**src/rtl/serial_frame_source.sv**
```systemverilog
// serial_frame_source: parallel-to-serial front end for the pattern detector.
// Takes WIDTH-bit words on a valid/ready handshake and shifts them out MSB
// first, one bit per clk, with an optional GAP-cycle idle gap after each frame.
// Optional build macro SERIAL_FRAME_PARITY_EN appends one even-parity bit to
// each frame. word_done and the GAP==0 reload window then move to that bit.
//
// Handshake: a word is taken at a posedge where in_valid && in_ready. in_ready
// depends only on registered state. in_data and in_valid are ignored while
// in_ready is low.
module serial_frame_source #(
    parameter int WIDTH = 8,
    parameter int GAP   = 0
) (
    input  logic             clk,
    input  logic             rst,
    input  logic [WIDTH-1:0] in_data,
    input  logic             in_valid,
    output logic             in_ready,
    output logic             data,
    output logic             data_valid,
    output logic             word_done,
    output logic             busy,
    output logic [1:0]       dbg_state
);

    typedef enum logic [1:0] {
        S_IDLE  = 2'd0,
        S_SHIFT = 2'd1,
        S_GAP   = 2'd2
    } state_t;

`ifdef SERIAL_FRAME_PARITY_EN
    localparam int FRAME_LEN = WIDTH + 1;
`else
    localparam int FRAME_LEN = WIDTH;
`endif
    localparam logic [5:0] LAST_IDX = 6'(FRAME_LEN - 1);
    localparam bit         NO_GAP   = (GAP == 0);

    state_t           state_q, state_d;
    logic [WIDTH-1:0] shreg_q, shreg_d;
    logic [5:0]       bit_cnt_q, bit_cnt_d;
    logic [3:0]       gap_cnt_q, gap_cnt_d;
    logic             data_q, data_d;
    logic             data_valid_q, data_valid_d;
    logic             word_done_q, word_done_d;
`ifdef SERIAL_FRAME_PARITY_EN
    logic             parity_q, parity_d;
`endif
    logic             last_bit;
    logic             accept;

    // Ready window: always in IDLE, and on the last frame cycle when there is no gap.
    always_comb begin
        last_bit = (state_q == S_SHIFT) && (bit_cnt_q == LAST_IDX);
        in_ready = (state_q == S_IDLE) || (NO_GAP && last_bit);
        accept   = in_valid && in_ready;
    end

    // Next-state logic: outputs default to the idle level (data=0, no valid).
    always_comb begin
        state_d      = state_q;
        shreg_d      = shreg_q;
        bit_cnt_d    = bit_cnt_q;
        gap_cnt_d    = gap_cnt_q;
        data_d       = 1'b0;
        data_valid_d = 1'b0;
        word_done_d  = 1'b0;
`ifdef SERIAL_FRAME_PARITY_EN
        parity_d     = parity_q;
`endif
        case (state_q)
            S_SHIFT: begin
                if (bit_cnt_q != LAST_IDX) begin
                    bit_cnt_d    = bit_cnt_q + 6'd1;
                    data_valid_d = 1'b1;
                    word_done_d  = ((bit_cnt_q + 6'd1) == LAST_IDX);
                    shreg_d      = shreg_q << 1;
`ifdef SERIAL_FRAME_PARITY_EN
                    data_d = (bit_cnt_q == 6'(WIDTH - 1)) ? parity_q : shreg_q[WIDTH-1];
`else
                    data_d = shreg_q[WIDTH-1];
`endif
                end else if (NO_GAP) begin
                    state_d = S_IDLE;
                end else begin
                    state_d   = S_GAP;
                    gap_cnt_d = 4'(GAP);
                end
            end
            S_GAP: begin
                if (gap_cnt_q <= 4'd1) begin
                    state_d   = S_IDLE;
                    gap_cnt_d = 4'd0;
                end else begin
                    gap_cnt_d = gap_cnt_q - 4'd1;
                end
            end
            default: begin
                state_d = S_IDLE;
            end
        endcase
        // A taken word always (re)starts a frame; the MSB goes out next cycle.
        if (accept) begin
            state_d      = S_SHIFT;
            shreg_d      = {in_data[WIDTH-2:0], 1'b0};
            bit_cnt_d    = 6'd0;
            data_d       = in_data[WIDTH-1];
            data_valid_d = 1'b1;
            word_done_d  = 1'b0;
`ifdef SERIAL_FRAME_PARITY_EN
            parity_d     = ^in_data;
`endif
        end
    end

    // State and output registers; reset drops any word offered in the same cycle.
    always_ff @(posedge clk) begin
        if (rst) begin
            state_q      <= S_IDLE;
            shreg_q      <= '0;
            bit_cnt_q    <= '0;
            gap_cnt_q    <= '0;
            data_q       <= 1'b0;
            data_valid_q <= 1'b0;
            word_done_q  <= 1'b0;
`ifdef SERIAL_FRAME_PARITY_EN
            parity_q     <= 1'b0;
`endif
        end else begin
            state_q      <= state_d;
            shreg_q      <= shreg_d;
            bit_cnt_q    <= bit_cnt_d;
            gap_cnt_q    <= gap_cnt_d;
            data_q       <= data_d;
            data_valid_q <= data_valid_d;
            word_done_q  <= word_done_d;
`ifdef SERIAL_FRAME_PARITY_EN
            parity_q     <= parity_d;
`endif
        end
    end

    // Registered outputs and state visibility.
    always_comb begin
        data       = data_q;
        data_valid = data_valid_q;
        word_done  = word_done_q;
        busy       = (state_q != S_IDLE);
        dbg_state  = state_q;
    end

endmodule

```
**config.mk**
```make
export PLATFORM = sky130hd
export DESIGN_NAME = serial_frame_source
export DESIGN_NICKNAME = d
export VERILOG_FILES = /design/src/rtl/serial_frame_source.sv
export SDC_FILE = /design/constraint.sdc
export NUM_CORES = 1
export LEC_CHECK = 0
export BUFFER_PORTS_ARGS = -buffer_cell sky130_fd_sc_hd__buf_2
export CAP_MARGIN = 30
export CORE_UTILIZATION = 37
export CTS_CLUSTER_SIZE = 8
export DETAILED_ROUTE_END_ITERATION = 10
export GPL_TIMING_DRIVEN = 0
export PLACE_DENSITY_LB_ADDON = 0.12
export SLEW_MARGIN = 20
export SYNTH_ARGS = -nofsm -noshare
export SYNTH_HDL_FRONTEND = slang
export SYNTH_SLANG_ARGS = --single-unit
```
**constraint.sdc**
```tcl
create_clock -name clk -period 1.4 [get_ports clk]
set_input_delay 0 -clock clk [delete_from_list [all_inputs] [get_ports clk]]
set_output_delay 0 -clock clk [all_outputs]
set_load 0.01 [all_outputs]
```
==> results_dict.tcl, run 1 <==
set metrics [dict create \
    status "finished, violations left" \
    violations "negative setup slack" \
    firstDrtPassIters 1 \
    grt_pass1_vias 747 \
    area_growth_pct 32.8 \
    yosysUniqueCellTypes 32 \
    critPathLaunch "bit_cnt_q[0]" \
    track_usage 0.166 \
    placed_cells 140 \
    hold_viol 0 \
    rrSetupSlack_ns -0.02 \
    clockBufferDepth 2 \
    start_util 0.398 \
    layout-drive-gt1-share 0.400 \
    synth.avg_cell_area_um2 9.34 \
    overflow 0 \
    drc 0 \
    die-area_um2 2630 \
    clk_pin_slew_worst_paths_ns 0.11 \
    final_area_um2 1190 \
    finalWirelength_um 1940 \
    min_path_type "in -> reg" \
    clock_sinks 17 \
    drt_iter0_drc 0 \
    fp.dieH_um 51.2 \
    synth_edf_count 0 \
    fin_ws_ns -0.0161 \
    ys.flop_type "dfxtp_1" \
    ys_ff_latch 17 \
    layout_commonest_cell "buf_2" \
    async_reset_ff_frac 0 \
    htreeDepth 1 \
    period_share 1.01 \
    critPathArrivalTime_ns 1.61 \
    num_rows 17 \
    ios 18 \
    power_density_nw_per_um2 829 \
    gp_congestion 0.787 \
    viasPerCell 5.08 \
    syn_area_um2 897 \
    rsz0062_at_grt "true" \
    cp-endpoint "bit_cnt_q[0]" \
    r2r-start "bit_cnt_q[0]" \
    die-width_um 51.2 \
    grt_max_degree 11 \
    synth_cells 96 \
    final_net_count 139 \
    instances_no_fill 153 \
    endpoint_kind "flip-flop" \
    wl_per_cell_um 12.7 \
    ant_nets 0 \
    required_ns 1.59 \
    grt_pass1_wl_um 3190 \
    maxSlewViolCount 0 \
    skew_ns 0.000796 \
    synth_nets 109 \
    leakagePower_nw 0.537 \
    final_cell_mix "buf_2 (17), nor2_1 (11), buf_4 (11)" \
    cts_root_buf "clkbuf_4" \
    cts_tree "built" \
    dpl_cell_area_um2 1020 \
    ir_worst_vdd_uv 602 \
    start_kind "flip-flop" \
    drv_cap 0 \
    antenna_found_initial 0 \
    fp.coreArea_um2 2250 \
    clk-insertion-delay-late_ns 0.29 \
    reg2reg_depth 4 \
    yosysWarnings 0 \
    critical_path_class "reg -> reg" \
    worst-path-max-fanout 5 \
    yosysSeqAreaShare 0.379 \
    post-place-ws_ns -0.126 \
    vias 778 \
    clock.fmax_mhz 706 \
    n_antenna_cell 0 \
    cts_made_buffers 3 \
    port_buffers 16 \
    period_needed_ns 1.42 \
    r2r_end "bit_cnt_q[0]" \
    dp_hpwl_um 1220 \
    setup-violations-final 4 \
]
-- cells in the mapped netlist (3+ instances only) --
cell,number,share of area
nand3_1,3,0.017
a21oi_1,6,0.033
nor2_1,11,0.046
dfxtp_1,17,0.38
inv_1,3,0.013
mux2_1,7,0.088
nor2b_1,6,0.042
mux2i_1,9,0.10
buf_2,5,0.028
-- report_power, final --
| part | switching (W) | internal (W) |
|---|---|---|
| clock | 0.000166 | 0.000106 |
| sequential | 0.0000236 | 0.000508 |
| combinational | 0.0000853 | 0.0000987 |
| total | 0.000275 | 0.000713 |
-- how the worst min path moves through the flow --
stage,to,start,cells after the start,slack [ns]
after floorplan,data,in_data[7],2,0.16
after global placement,data,in_data[7],3,0.28
after detailed placement,data,in_data[7],3,0.29
after CTS,shreg_q[1],in_data[0],3,0.02
after global routing,shreg_q[7],in_data[6],4,0.07
final,shreg_q[1],in_data[0],3,0.02
-- critical path, cell delays in order (launching register included) --
cell and delay, ns:
dfxtp_4 0.38, ha_4 0.18, a31oi_4 0.21, buf_2 0.21, mux2_1 0.33
-- layout make-up --
type / count / area, um^2
fillers: 241 / 1060
multi-input cells: 66 / 536
flip-flops and latches: 17 / 354
repair buffers: 27 / 169
plain buffers: 7 / 50.0
well taps: 28 / 35.0
clock buffers: 3 / 22.5
inverters: 4 / 20.0
clock inverters: 1 / 5.00
-- kinds of logic (layout without fill, tap and decap cells) --
| family | after synthesis | in the layout | synth area share |
|---|---|---|---|
| adder cells (fa/ha/maj) | 2 | 2 | 0.0279 |
| AND/OR/NAND/NOR | 30 | 30 | 0.187 |
| multiplexers | 17 | 17 | 0.201 |
| buffers and inverters | 13 | 42 | 0.0697 |
| XOR/XNOR | 2 | 2 | 0.0195 |
| other | 1 | 1 | 0.00418 |
| flip-flops | 17 | 17 | 0.379 |
| AO/OA/AOI/OAI | 14 | 14 | 0.112 |
-- timing repair --
action,CTS,global route
hold endpoints to repair,1,0
setup buffers,2,7
pin swaps,2,4
cloned,1,0
resized for setup,13,9
endpoints found under the setup margin,9,8
hold buffers,1,0
-- sequential cells by signal (all words and copies together), names as in the netlist --
name and flops:
bit_cnt_q 6, data 1, shreg_q 7, data_valid 1, dbg_state 1, word_done 1
-- per-layer routing --
| metal | track usage | up-vias | share of wire |
|---|---|---|---|
| met2 | 0.316 | 16 | 0.53 |
| met1 | 0.178 | 371 | 0.43 |
| met5 | 0 | - | 0 |
| met3 | 0.0268 | 4 | 0.034 |
| li1 | - | 387 | - |
| met4 | 0.0676 | 0 | 0.0077 |
-- through the flow --
step                      power (W)  setup TNS (ns)   util  hold slack, ns
final                      0.000988         -0.0432  0.528          0.0231
after global routing        0.00104          -0.346  0.528          0.0665
after CTS                  0.000983          -0.106  0.498          0.0178
after detailed placement   0.000689          -0.783  0.452           0.286
after global placement     0.000684          -0.737  0.452           0.275
after floorplan            0.000641               0      -           0.164
(Power assumes the default switching activity.)
==> run 2: changes to the inputs <==
Settings changed: SKIP_LAST_GASP set to 1.
==> results_dict.tcl, run 2 (synthesis gave the netlist of run 1 again) <==
set metrics [dict create \
    die-area_um2 2630 \
    ios 18 \
    viasPerCell 5.05 \
    n_antenna_cell 0 \
    fp.coreArea_um2 2250 \
    start_util 0.398 \
    drv_cap 0 \
    regMostFlops "shreg_q" \
    multi_input_area_um2 536 \
    cts_made_buffers 3 \
    grt.busiest_layer "met2" \
    status "finished, violations left" \
    area_growth_pct 33.1 \
    die-width_um 51.2 \
    dp_hpwl_um 1220 \
    antenna_found_initial 0 \
    met3_usage 0.0268 \
    finalWirelength_um 1910 \
    violations "negative setup slack" \
    port_buffers 16 \
    required_ns 1.40 \
    num_rows 17 \
    clockBufferDepth 2 \
    register_area_um2 354 \
    grt_max_degree 11 \
    placed_cells 140 \
    grtUsageMet1 0.178 \
    nFillCells 240 \
    worst-path-max-fanout 5 \
    ir_worst_vdd_uv 583 \
    cts_tree "built" \
    leakagePower_nw 0.538 \
    wl_per_cell_um 12.5 \
    drt_iter0_drc 2 \
    layout_commonest_cell "buf_2" \
    final_net_count 139 \
    layout-drive-gt1-share 0.400 \
    largest_reg_flops 7 \
    instances_no_fill 153 \
    min_path_type "in -> reg" \
    critPathArrivalTime_ns 1.40 \
    clk_pin_slew_worst_paths_ns 0.11 \
    track_usage 0.164 \
    vias 772 \
    hold_depth 3 \
    clk-insertion-delay-late_ns 0.29 \
    firstDrtPassIters 4 \
    setup-violations-final 1 \
    fin_ws_ns -0.00295 \
    period_needed_ns 1.40 \
    hold_viol 0 \
    reg2reg_depth 5 \
    ant_nets 0 \
    drc 0 \
    grt_pass1_wl_um 3160 \
    critical_path_class "reg -> out" \
    maxSlewViolCount 0 \
    gp_congestion 0.787 \
    overflow 0 \
    final_cell_mix "buf_2 (16), buf_4 (12), nor2_1 (11)" \
    skew_ns 0.000843 \
    use_met2 0.309 \
    grt_pass1_vias 740 \
    largestRegisters "shreg_q: 7 flops, bit_cnt_q: 6 flops" \
    fp.dieH_um 51.2 \
    htreeDepth 1 \
    cts_root_buf "clkbuf_4" \
    endpoint_kind "output pin" \
    rsz0062_at_grt "true" \
    start_kind "flip-flop" \
    clock.fmax_mhz 713 \
    clock_sinks 17 \
    fin_setup_tns_ns -0.00295 \
    power_density_nw_per_um2 830 \
    period_share 1.00 \
]
==> run 2: worst paths after layout <==
| check | endpoint | from | slack [ns] |
|---|---|---|---|
| max | in_ready | bit_cnt_q[0] | -0.003 |
| min | shreg_q[1] | in_data[0] | 0.03 |
| max reg2reg | bit_cnt_q[0] | bit_cnt_q[3] | -0.003 |
| min reg2reg | data | shreg_q[7] | 0.48 |
==> run 2: per-layer routing <==
layer | vias to the layer above | wire length (um)
met5 | - | 0
met2 | 17 | 965
met4 | 0 | 28
met3 | 5 | 64
li1 | 387 | -
met1 | 363 | 848
==> run 2: what timing repair did <==
action | 4_1_cts | 5_1_grt
endpoints found under the setup margin | 9 | 8
endpoints found under the hold margin | 1 | 0
gates cloned | 1 | 0
pin swaps | 2 | 4
gates resized for setup | 11 | 13
hold buffers | 1 | 0
buffers inserted | 2 | 7
==> run 2: cell type report <==
class,instances,share of cell area
clock buffers,3,0.0189
multi-input cells,66,0.449
inverters,4,0.0168
repair buffers,27,0.144
plain buffers,7,0.0419
flip-flops and latches,17,0.297
clock inverters,1,0.00419
well taps,28,0.0294
==> run 2: through the flow <==
step | hold slack, ns | utilization | total power (W) | worst slack, ns | cell area [um^2]
6_report | 0.0262 | 0.529 | 0.000990 | -0.00295 | 1190
5_1_grt | 0.0665 | 0.529 | 0.00104 | -0.0694 | 1190
4_1_cts | 0.0178 | 0.491 | 0.000979 | -0.0487 | 1110
3_5_place_dp | 0.286 | 0.452 | 0.000689 | -0.126 | 1020
3_3_place_gp | 0.275 | 0.452 | 0.000684 | -0.112 | 1020
2_1_floorplan | 0.164 | - | 0.000641 | 0.00345 | 905
==> run 2: worst max-delay path: stages, from the launching register on <==
cell      delay [ns]
dfxtp_4         0.38
ha_4            0.17
a31oi_4         0.22
buf_6           0.17
clkinv_4        0.06
buf_6           0.11
==> run 2: report_power, final <==
| part | internal [W] | switching, W |
|---|---|---|
| combinational | 0.0000998 | 0.0000857 |
| sequential | 0.000508 | 0.0000237 |
| clock | 0.000106 | 0.000167 |
==> run 3: changes to the inputs <==
Settings changed: PLACE_DENSITY set to 0.67, PLACE_DENSITY_LB_ADDON 0.12 to unset.
==> results_dict.tcl, run 3 (synthesis gave the netlist of run 1 again) <==
set metrics [dict create \
    drt_iter0_drc 13 \
    path_delay_family "simple AND/OR/NAND/NOR gates" \
    dp_hpwl_um 1170 \
    dpl_cell_area_um2 1020 \
    area_growth_pct 37.8 \
    register_area_um2 358 \
    cp_slowest_cell "or4b_1" \
    layout_commonest_cell "buf_2" \
    post-place-ws_ns -0.115 \
    period_needed_ns 1.40 \
    fp.coreArea_um2 2250 \
    min_path_type "in -> reg" \
    fin_ws_ns 0.00158 \
    critical_path_class "reg -> reg" \
    instances_no_fill 158 \
    path_buf_inv 0 \
    critPathArrivalTime_ns 1.61 \
    ios 18 \
    cts_tree "built" \
    critPathLaunch "bit_cnt_q[1]" \
    vias 786 \
    clock_sinks 17 \
    layout-drive-gt1-share 0.408 \
    worstSetupPathDepth 3 \
    cp_slowest_stage_delay_ns 0.52 \
    clk-insertion-delay-late_ns 0.29 \
    clk_pin_slew_worst_paths_ns 0.10 \
    cp-endpoint "word_done" \
    final_net_count 144 \
    required_ns 1.61 \
    final_cell_mix "buf_2 (16), buf_4 (14), nor2_1 (11), dfxtp_1 (11), mux2i_1 (9)" \
    htreeDepth 1 \
    grt_pass1_vias 705 \
    grt_pass1_wl_um 3060 \
    cts_made_buffers 3 \
    maxSlewViolCount 0 \
    status "finished clean" \
    r2r-start "bit_cnt_q[1]" \
    viasPerCell 4.97 \
    die-area_um2 2630 \
    placed_cells 140 \
    setup-violations-final 0 \
    cts_root_buf "clkbuf_4" \
    drv_cap 0 \
    hold_viol 0 \
    final_area_um2 1240 \
    port_buffers 16 \
    endpoint_kind "flip-flop" \
    period_share 0.999 \
    rrSetupSlack_ns 0.002 \
    drc 0 \
    antenna_found_initial 0 \
    worst-path-max-fanout 6 \
    track_usage 0.161 \
    grt_max_degree 11 \
    regMostFlops "shreg_q" \
    clockBufferDepth 2 \
    start_kind "flip-flop" \
    cp_cell_sequence "nand3_2, or4b_1, a211oi_2" \
    post-route-util 0.548 \
    rsz0062_at_grt "true" \
    r2r_end "word_done" \
    gp_congestion 0.816 \
    overflow 0 \
    nFillCells 223 \
    multi_input_area_um2 528 \
    reg2reg_depth 3 \
    ant_nets 0 \
    ir_worst_vdd_uv 662 \
    fp.dieH_um 51.2 \
    wl_per_cell_um 12.7 \
    firstDrtPassIters 4 \
    largest_reg_flops 7 \
    die-width_um 51.2 \
    skew_ns 0.00486 \
    finalWirelength_um 2010 \
    power_density_nw_per_um2 806 \
    leakagePower_nw 0.561 \
    n_antenna_cell 0 \
    start_util 0.398 \
    clock.fmax_mhz 715 \
    largestRegisters "shreg_q: 7 flops, bit_cnt_q: 6 flops" \
    num_rows 17 \
]
==> run 3: changes by cell type in the layout (fill, tap and decap cells not counted), moves of 2 or more <==
cell | previous run | this run
dfxtp_2 | 5 | 2
dfxtp_4 | 2 | 4
buf_4 | 12 | 14
buf_6 | 3 | 5
==> run 3: layer usage <==
metal  wire (um)  track usage  part of all wire
met5           0            0                 0
met2        1020        0.276              0.51
met1         862        0.180              0.43
met3          95       0.0625             0.047
met4          29       0.0541             0.014
==> run 3: metrics by stage <==
step	hold WS (ns)	total power, W	setup TNS, ns
final	0.0479	0.000996	0
after detailed placement	0.286	0.000689	-0.710
after global placement	0.273	0.000682	-0.553
after global routing	0.0856	0.00106	-0.123
after CTS	0.0431	0.000982	0
after floorplan	0.164	0.000641	0
==> run 3: how the worst min path moves through the flow <==
stage | from | endpoint | slack, ns | cells after the start
4_1_cts | in_data[6] | shreg_q[7] | 0.04 | 4
5_1_grt | in_data[4] | shreg_q[5] | 0.09 | 4
6_report | in_data[3] | shreg_q[4] | 0.05 | 4
2_1_floorplan | in_data[7] | data | 0.16 | 2
3_5_place_dp | in_data[7] | data | 0.29 | 3
3_3_place_gp | in_data[7] | data | 0.27 | 3
==> run 3: final cells by class <==
class                   instances  share of cell area
multi-input cells              66               0.427
flip-flops and latches         17               0.289
repair buffers                 31               0.168
plain buffers                   8              0.0496
well taps                      28              0.0283
clock buffers                   4              0.0213
inverters                       4              0.0162
==> run 3: worst min-delay path, stage by stage <==
cell     delay (ns)
buf_2          0.08
mux2i_1        0.05
nor2_1         0.07
mux2_1         0.12
==> run 3: timing repair <==
action,CTS,global route
gates cloned,1,0
setup buffers,2,10
pin swaps,2,1
endpoints found under the hold margin,2,0
setup endpoints to repair,9,9
resized for setup,16,10
hold buffers,2,0
==> run 3: power by group <==
group	leakage [nW]	total, W	switching [W]	internal, W
Clock	0.0150	0.000263	0.000152	0.000111
Combinational	0.403	0.000211	0.0000970	0.000114
Sequential	0.143	0.000522	0.0000174	0.000505
